## config.mk

```make
export PLATFORM = sky130hd
export DESIGN_NAME = dsm_sample_scheduler
export DESIGN_NICKNAME = d
export VERILOG_FILES = /design/src/rtl/dsm_sample_scheduler.sv
export SDC_FILE = /design/constraint.sdc
export NUM_CORES = 1
export LEC_CHECK = 0
export ABC_AREA = 1
export ABC_CLOCK_PERIOD_IN_PS = 3050
export CORE_MARGIN = 3
export CORE_UTILIZATION = 53
export CTS_CLUSTER_DIAMETER = 100
export DETAILED_ROUTE_END_ITERATION = 16
export GPL_TIMING_DRIVEN = 1
export PLACE_DENSITY = 0.76
export SYNTH_ARGS = -nofsm -noshare
export SYNTH_HDL_FRONTEND = slang
export SYNTH_SLANG_ARGS = --single-unit
```

## constraint.sdc

```tcl
create_clock -name clk -period 3.05 [get_ports clk]
set_input_delay 0.61 -clock clk [delete_from_list [all_inputs] [get_ports clk]]
set_output_delay 0.61 -clock clk [all_outputs]
set_load 0.03 [all_outputs]
```

## src/rtl/dsm_sample_scheduler.sv

```systemverilog
`default_nettype none
// ============================================================================
// Module      : dsm_sample_scheduler
// Description : Paces stereo PCM into a delta-sigma modulator at a fixed
//               sample rate of clk/CLK_DIV. Producer pairs are buffered in a
//               small FIFO and one pair is popped per sample period. The
//               block counts underruns and provides a mute that returns both
//               channels to midscale (silence).
//               Optional feature macro: DSM_SCHED_SOFT_MUTE_EN
//                 defined   -> mute ramps toward midscale by RAMP_STEP/sample
//                 undefined -> mute snaps to midscale on the next sample tick
// Ports       : clk            system clock
//               aclr           synchronous active-high reset
//               enable         run/stop for sample clock and FIFO
//               in_left/right  pair to push; in_valid/in_ready handshake
//               mute           level request for mute
//               left/right_pcm samples to the modulator
//               sample_tick    one-cycle pulse with every pcm update slot
//               underrun       one-cycle pulse: tick found the FIFO empty
//               underrun_count saturating underrun counter
//               fifo_level     FIFO occupancy
//               muted          high while fully muted
// Revision    : 1.0 - initial release
// ============================================================================
module dsm_sample_scheduler #(
    parameter int DSM_WIDTH  = 12,
    parameter int CLK_DIV    = 1024,
    parameter int FIFO_DEPTH = 4,
    parameter int RAMP_STEP  = 16
) (
    input  logic                        clk,
    input  logic                        aclr,
    input  logic                        enable,
    input  logic [DSM_WIDTH-1:0]        in_left,
    input  logic [DSM_WIDTH-1:0]        in_right,
    input  logic                        in_valid,
    output logic                        in_ready,
    input  logic                        mute,
    output logic [DSM_WIDTH-1:0]        left_pcm,
    output logic [DSM_WIDTH-1:0]        right_pcm,
    output logic                        sample_tick,
    output logic                        underrun,
    output logic [15:0]                 underrun_count,
    output logic [$clog2(FIFO_DEPTH):0] fifo_level,
    output logic                        muted
);

    localparam int c_div_w = $clog2(CLK_DIV);
    localparam int c_ptr_w = $clog2(FIFO_DEPTH);
    localparam int c_lvl_w = c_ptr_w + 1;

    localparam logic [DSM_WIDTH-1:0] c_mid       = DSM_WIDTH'(1) << (DSM_WIDTH - 1);
    localparam logic [DSM_WIDTH-1:0] c_ramp_step = DSM_WIDTH'(RAMP_STEP);
    localparam logic [c_div_w-1:0]   c_div_last  = c_div_w'(CLK_DIV - 1);
    localparam logic [c_lvl_w-1:0]   c_depth     = c_lvl_w'(FIFO_DEPTH);

`ifdef DSM_SCHED_SOFT_MUTE_EN
    typedef enum logic [1:0] {
        ST_IDLE   = 2'd0,
        ST_RUN    = 2'd1,
        ST_MUTING = 2'd2,
        ST_MUTED  = 2'd3
    } state_t;

    // Move one step toward midscale, never overshooting it.
    function automatic logic [DSM_WIDTH-1:0] ramp_to_mid(input logic [DSM_WIDTH-1:0] v);
        logic [DSM_WIDTH-1:0] diff;
        if (v > c_mid) begin
            diff = v - c_mid;
            ramp_to_mid = (diff > c_ramp_step) ? (v - c_ramp_step) : c_mid;
        end else begin
            diff = c_mid - v;
            ramp_to_mid = (diff > c_ramp_step) ? (v + c_ramp_step) : c_mid;
        end
    endfunction
`else
    typedef enum logic [1:0] {
        ST_IDLE  = 2'd0,
        ST_RUN   = 2'd1,
        ST_MUTED = 2'd3
    } state_t;

    // The ramp step has no role when mute is a hard snap.
    logic w_unused_ramp;
    assign w_unused_ramp = ^c_ramp_step;
`endif

    state_t                   state_q, state_d;
    logic [c_div_w-1:0]       div_q, div_d;
    logic [c_ptr_w-1:0]       wr_ptr_q, wr_ptr_d;
    logic [c_ptr_w-1:0]       rd_ptr_q, rd_ptr_d;
    logic [c_lvl_w-1:0]       level_q, level_d;
    logic [DSM_WIDTH-1:0]     left_q, left_d;
    logic [DSM_WIDTH-1:0]     right_q, right_d;
    logic                     tick_q, tick_d;
    logic                     underrun_q, underrun_d;
    logic [15:0]              ucnt_q, ucnt_d;
    logic [2*DSM_WIDTH-1:0]   mem_q [FIFO_DEPTH];

    logic                     w_tick;
    logic                     w_full;
    logic                     w_empty;
    logic                     w_push;
    logic                     w_pop;
    logic                     w_flush;
    logic [2*DSM_WIDTH-1:0]   w_head;

    assign w_full   = (level_q == c_depth);
    assign w_empty  = (level_q == '0);
    // Readiness follows enable directly. The only cycle IDLE can see
    // enable=1 is its exit edge, where the FIFO is already empty, so a
    // pair accepted there is simply the first pair of the run.
    assign in_ready = enable && !w_full;
    assign w_push   = in_valid && in_ready;
    assign w_head   = mem_q[rd_ptr_q];
    // Tick is the divider wrap edge; stopping enable also stops the tick.
    assign w_tick   = enable && (state_q != ST_IDLE) && (div_q == c_div_last);

    always_comb begin
        state_d    = state_q;
        div_d      = div_q;
        left_d     = left_q;
        right_d    = right_q;
        tick_d     = 1'b0;
        underrun_d = 1'b0;
        ucnt_d     = ucnt_q;
        w_pop      = 1'b0;
        w_flush    = 1'b0;

        if (!enable) begin
            state_d = ST_IDLE;
            div_d   = '0;
            left_d  = c_mid;
            right_d = c_mid;
            w_flush = 1'b1;
        end else begin
            if (state_q != ST_IDLE) begin
                div_d = (div_q == c_div_last) ? '0 : div_q + c_div_w'(1);
            end
            tick_d = w_tick;

            case (state_q)
                ST_IDLE: begin
                    left_d  = c_mid;
                    right_d = c_mid;
                    state_d = mute ? ST_MUTED : ST_RUN;
                end

                ST_RUN: begin
                    if (w_tick) begin
                        // Occupancy before the edge decides; a pair pushed on
                        // this same edge is not visible to this pop.
                        if (!w_empty) begin
                            w_pop   = 1'b1;
                            left_d  = w_head[2*DSM_WIDTH-1:DSM_WIDTH];
                            right_d = w_head[DSM_WIDTH-1:0];
                        end else begin
                            underrun_d = 1'b1;
                            if (ucnt_q != 16'hFFFF) begin
                                ucnt_d = ucnt_q + 16'd1;
                            end
                        end
                    end
`ifdef DSM_SCHED_SOFT_MUTE_EN
                    if (mute) state_d = ST_MUTING;
`else
                    if (mute) state_d = ST_MUTED;
`endif
                end

`ifdef DSM_SCHED_SOFT_MUTE_EN
                ST_MUTING: begin
                    if (w_tick) begin
                        w_pop   = !w_empty;
                        left_d  = ramp_to_mid(left_q);
                        right_d = ramp_to_mid(right_q);
                    end
                    if (!mute) begin
                        state_d = ST_RUN;
                    end else if (w_tick && (left_d == c_mid) && (right_d == c_mid)) begin
                        state_d = ST_MUTED;
                    end
                end
`endif

                ST_MUTED: begin
                    // Without the ramp, this is where a hard mute snaps to
                    // silence; with it, pcm is already midscale here.
                    if (w_tick) begin
                        w_pop   = !w_empty;
                        left_d  = c_mid;
                        right_d = c_mid;
                    end
                    if (!mute) state_d = ST_RUN;
                end

                default: begin
                    state_d = ST_IDLE;
                    div_d   = '0;
                    left_d  = c_mid;
                    right_d = c_mid;
                end
            endcase
        end
    end

    // FIFO pointer and occupancy bookkeeping
    always_comb begin
        wr_ptr_d = wr_ptr_q;
        rd_ptr_d = rd_ptr_q;
        level_d  = level_q;
        if (w_flush) begin
            wr_ptr_d = '0;
            rd_ptr_d = '0;
            level_d  = '0;
        end else begin
            if (w_push) wr_ptr_d = wr_ptr_q + c_ptr_w'(1);
            if (w_pop)  rd_ptr_d = rd_ptr_q + c_ptr_w'(1);
            if (w_push && !w_pop) begin
                level_d = level_q + c_lvl_w'(1);
            end else if (!w_push && w_pop) begin
                level_d = level_q - c_lvl_w'(1);
            end
        end
    end

    always_ff @(posedge clk) begin
        if (aclr) begin
            state_q    <= ST_IDLE;
            div_q      <= '0;
            wr_ptr_q   <= '0;
            rd_ptr_q   <= '0;
            level_q    <= '0;
            left_q     <= c_mid;
            right_q    <= c_mid;
            tick_q     <= 1'b0;
            underrun_q <= 1'b0;
            ucnt_q     <= '0;
        end else begin
            state_q    <= state_d;
            div_q      <= div_d;
            wr_ptr_q   <= wr_ptr_d;
            rd_ptr_q   <= rd_ptr_d;
            level_q    <= level_d;
            left_q     <= left_d;
            right_q    <= right_d;
            tick_q     <= tick_d;
            underrun_q <= underrun_d;
            ucnt_q     <= ucnt_d;
        end
    end

    // Storage needs no reset; pointers and occupancy define validity.
    always_ff @(posedge clk) begin
        if (w_push) begin
            mem_q[wr_ptr_q] <= {in_left, in_right};
        end
    end

    assign left_pcm       = left_q;
    assign right_pcm      = right_q;
    assign sample_tick    = tick_q;
    assign underrun       = underrun_q;
    assign underrun_count = ucnt_q;
    assign fifo_level     = level_q;
    assign muted          = (state_q == ST_MUTED);

endmodule
`default_nettype wire

```

---- Word-level counts from Yosys, hierarchy flattened ----
Memories as Yosys holds them, arrays and structs flattened. A register that Yosys moved wholly into a read port is not among the register bits.
Index checks and enable logic that the tools add are counted.
operators by class
  equal/unequal tests ..................... 10
  multiplexer cells ....................... 24
  reduce and logical (&&, ||, !) cells .... 21
  bitwise gates (word level) .............. 4
  add/subtract/negate cells ............... 6
operators with widths
  operator                 number
  $mux W12                 5
  $pmux W12 S2             2
  $add A16 B1 Y16 const B  1
  $ne A16 B16 Y1 const B   1
  $add A10 B1 Y10 const B  1
  $eq A10 B10 Y1 const B   1
  $mux W10                 1
  $mux W2                  5
  $ne A2 B2 Y1 const B     4
  $mux W1                  7
  $logic_and A1 B1 Y1      6
  $mux W3                  2
  $pmux W2 S3              1
  $reduce_or A3 Y1         2
  $reduce_and A5 Y1        1
  $add A2 B1 Y2 const B    2
  $logic_not A1 Y1         4
  $not A1 Y1               4
  $reduce_bool A2 Y1       2
  $reduce_or A4 Y1         1
  $add A3 B1 Y3 const B    1
  $eq A3 B3 Y1 const B     1
  $logic_not A3 Y1         1
  $reduce_and A3 Y1        1
  8 further kinds          8
word-level totals
  memories ................................ 1
  bits in writable memories ............... 96
  logic and storage cells ................. 76
  output and inout bits ................... 47
  flip-flop bits (word level) ............. 61
memory list
  memory  depth  width  rd ports  clocked after Yosys merged registers in  write ports  RTL line  RTL
  mem_q   4      24     1         1                                        1            98        logic [2*DSM_WIDTH-1:0] mem_q [FIFO_DEPTH];

---- Longest topological paths before layout ----
  depth after elaboration ................. 9
  mapped depth ............................ 13
  gate-level depth less buffers ........... 13

---- Worst setup path before layout ----
Ideal clock, no wire load.
  path type ............................... reg2reg
  start ................................... register level_q[1], in the netlist fifo_level[1]
  end ..................................... memory mem_q[0][0] (netlist name), enable pin
  slack ................................... -0.043 ns
  data arrival time ....................... 2.688 ns
  path buffers ............................ 0
  cell stages (with the launch flop) ...... 5
  setup time .............................. 0.405 ns
  clock period less this slack ............ 3.093 ns
  cells stage by stage .................... dfxtp_1 inv_1 a31oi_1 nand2_1 nor2_1
on the way
  word-level cells in the longest chain between the ends .. 6
ends and longest elaborated chain
  item                           RTL line  RTL
  start: declaration             92        logic [c_lvl_w-1:0] level_q, level_d;
  start signal: assignment       244       level_q <= level_d;
  $eq A3 B3 Y1                   108       assign w_full = (level_q == c_depth);
  $logic_not A1 Y1               113       assign in_ready = enable && !w_full;
  $logic_and A1 B1 Y1            113
  net in_ready                   37        output logic in_ready,
  $logic_and A1 B1 Y1            114       assign w_push = in_valid && in_ready;
  $mux W1                        255       if (w_push) begin
  $mux W1 (not written as such)  256       mem_q[wr_ptr_q] <= {in_left, in_right};
  end: declaration               98
The timed path passes the listed nets, and every way through them passes these cells.

---- Worst setup path after layout ----
  start ................................... input enable
  end ..................................... output in_ready
on the way
  word-level cells in the longest chain between the ends .. 1
ends and longest elaborated chain
  item                 RTL line  RTL
  start: declaration   33        input logic enable,
  $logic_and A1 B1 Y1  113
  end: declaration     37
No other way between the ends.

==> summary.txt <==
Run status
  • Status: finished clean

Power and ir drop
  • Max VDD drop: 0.000544 V
  • Leak Pwr: 2.99 nW
  • Pwr dens: between 500 and 600 nW/um^2
  • Tot Pwr: 4.61 mW

Clocking
  • Cts hold-fix bufs: 0
  • H-tree Lvls: 4
  • CTS Sinks: around 160
  • Post-CTS Repair Setup Buffers: 0
  • Num CTS Buffers: 17
  • Cts repair resizes: 0
  • Root buf cell: clkbuf_16
  • Worst-skew pair later-pin latency: 0.42 ns
  • CTS tree: yes
  • Reg clk slew, reported paths: 0.06 ns
  • Clk buf depth: 2

Logic synthesis
  • Seq/Total Area, Yosys: roughly 63%
  • Unique cell type count in the Yosys netlist: 33
  • Syn Nets: 712
  • Share of async-settable or async-resettable flops after synthesis: 0%
  • Top FF cell, synth: edfxtp_1
  • Number of synthesized flops with an enable pin: 96
  • Post-Synthesis Cells: roughly 680
  • Yosys warns: 0
  • Post-synthesis register bit count: 159
  • Synthesized area: roughly 6500 um^2
  • Mean Syn Cell Area: between 9 and 10 um^2

Setup path
  • Slowest cell delay on critical path: 0.71 ns
  • Crit. End Element: output port
  • Critical path class: input port to output port
  • Data arrival, critical path: between 2 and 2.5 ns
  • Crit-path max FO: 2
  • R2R depth: 11
  • RR Startpoint: div_q[1]$_SDFFE_PP0N_
  • Reg2Reg Setup Slack: 0.69 ns
  • CP required: 2.44 ns
  • CP Launch Type: input port
  • Slowest cell on crit path: clkdlybuf4s50_1
  • Worst reg2reg endpoint: fifo_level[1]$_SDFFE_PP0P_
  • Most common cell on crit path: clkdlybuf4s50_1
  • Crit-path cells: clkdlybuf4s50_1 > inv_1 > a31oi_1 > clkdlybuf4s50_1

Global route
  • Initial antenna violation count: 0
  • Largest net degree at the start of global routing: 50
  • First-pass GRT wire length: ~23000 um
  • Grt ovf: 0
  • Gr usage total: approximately 22%
  • Vias in the first global route: between 4000 and 5000

Routing
  • Routed WL: around 14000 um
  • Post-DRT Antenna Nets: 0
  • WL per Instance: 15.6 um
  • DRT iter0 DRCs: around 300
  • Via Count: 5012
  • DRC: 0
  • Vias per Instance: 5.48
  • Drt pass-1 iters: 5

Floorplan
  • FP Rows: 39
  • Core Footprint: about 12000 um^2
  • # IOs: 76
  • Die Width: 117 um
  • Initial Utilization: 55.8%
  • Die height: roughly 120 um
  • Die area: 13700 um^2

STA
  • Fmax: 377 MHz
  • RSZ-0062 raised after global routing: no
  • Final slew viol count: 0
  • Final Skew: between 0.009 and 0.01 ns
  • Slew @ Worst Pin: 0.477 ns
  • Final-report setup violation count: 0
  • Final Hold Viols: 0
  • Final cycle utilization of the critical path: 86.9%
  • Slew headroom: 68.2%
  • Fin crit period: 2.65 ns

Layout
  • # diodes: 0
  • Nets: 795
  • Layout Utilization: 68.6%
  • Area Overhead vs Synth: 22.9%
  • Layout cells sized above 1: 7.65%
  • Commonest non-fill, non-tap cells in the layout: 118 x nand2_1, 117 x nor2_1, 96 x edfxtp_1
  • Commonest non-fill, non-tap cell in the layout: nand2_1
  • Fill cell count: 868

Placement
  • IO Port Bufs: 75
  • DP HPWL: 8990 um
  • Final GP Congestion: 0.858

Worst hold path
  • Hold endpoint: left_pcm[1]$_SDFFE_PP0P_
  • Hold Crit Class: flip-flop to flip-flop
  • Hold path cells: 2
  • HP Start: left_pcm[1]$_SDFFE_PP0P_

Run
  • Max-Cap Viols: 0
## registers in the layout, indices dropped and copies added (netlist names), named ones only
name / flops
div_q: 10
fifo_level: 3
left_pcm: 12
mem_q: 96
rd_ptr_q: 2
right_pcm: 12
sample_tick: 1
state_q: 2
underrun: 1
underrun_count: 16
wr_ptr_q: 2
## cell usage after synthesis, drive strengths merged (6+ instances only)
cell	instances	area (um^2)
o22ai	22	138
nand3	23	128
clkbuf	21	78.8
a21oi	15	75.1
nand2	118	443
nor2	125	489
edfxtp	96	2880
inv	61	229
dfxtp	63	1260
buf	6	57.6
nand4	13	81.3
nor3	7	35.0
ha	7	87.6
o21ai	82	410
## worst max-delay path: cells and delay by family
family | cells | cell delay [ns]
AO/OA/AOI/OAI | 1 | 0.19
buffers and inverters | 3 | 1.23
## layout make-up
class	instances	area, um^2	area share, %
flip-flops and latches	159	4140	51.6
multi-input cells	427	2030	25.3
repair buffers	91	883	11.0
clock buffers	22	485	6.05
inverters	62	233	2.90
well taps	143	179	2.23
clock inverters	10	76.3	0.950
## cell families after synthesis
kind of cell,count (synthesis),share of synthesized area (%)
flops,159,63.4
fa+ha+maj,8,1.65
buf+inv,89,5.65
compound gates,125,10.4
xor+xnor,1,0.134
simple gates,293,18.8
## routing by layer
metal | vias to the layer above | global-route usage (%) | part of all wire [%]
met5 | - | 0 | 0
met4 | 0 | 8.10 | 1.6
met3 | 27 | 5.86 | 6.2
met2 | 172 | 35.3 | 49
met1 | 2359 | 28.4 | 43
li1 | 2454 | - | -
## how the worst max path moves through the flow
stage,start,end,slack (ns),depth (start not counted)
2_1_floorplan,fifo_level[1]$_SDFFE_PP0P_,mem_q[0][0]$_DFFE_PP_,-0.04,4
3_3_place_gp,enable,fifo_level[1]$_SDFFE_PP0P_,0.29,11
3_5_place_dp,enable,fifo_level[1]$_SDFFE_PP0P_,0.23,11
4_1_cts,enable,in_ready,0.40,4
5_1_grt,enable,in_ready,0.33,4
6_report,enable,in_ready,0.40,4
## through the flow
stage / TNS, ns / worst slack (ns) / hold slack, ns / area [um^2] / instances
2_1_floorplan: -4.10 / -0.0427 / 0.461 / 6530 / 675
3_3_place_gp: 0 / 0.293 / 0.470 / 7470 / 882
3_5_place_dp: 0 / 0.227 / 0.487 / 7470 / 882
4_1_cts: 0 / 0.396 / 0.500 / 8030 / 914
5_1_grt: 0 / 0.328 / 0.532 / 8030 / 914
6_report: 0 / 0.400 / 0.502 / 8030 / 914
## where the power goes
part           leakage (nW)  internal, mW  switching (mW)
registers              1.38          2.32          0.0207
clock network         0.281          1.14           0.848
logic                  1.33         0.113           0.170
total                  2.99          3.57            1.04
Power figures use the tool's default switching activity.
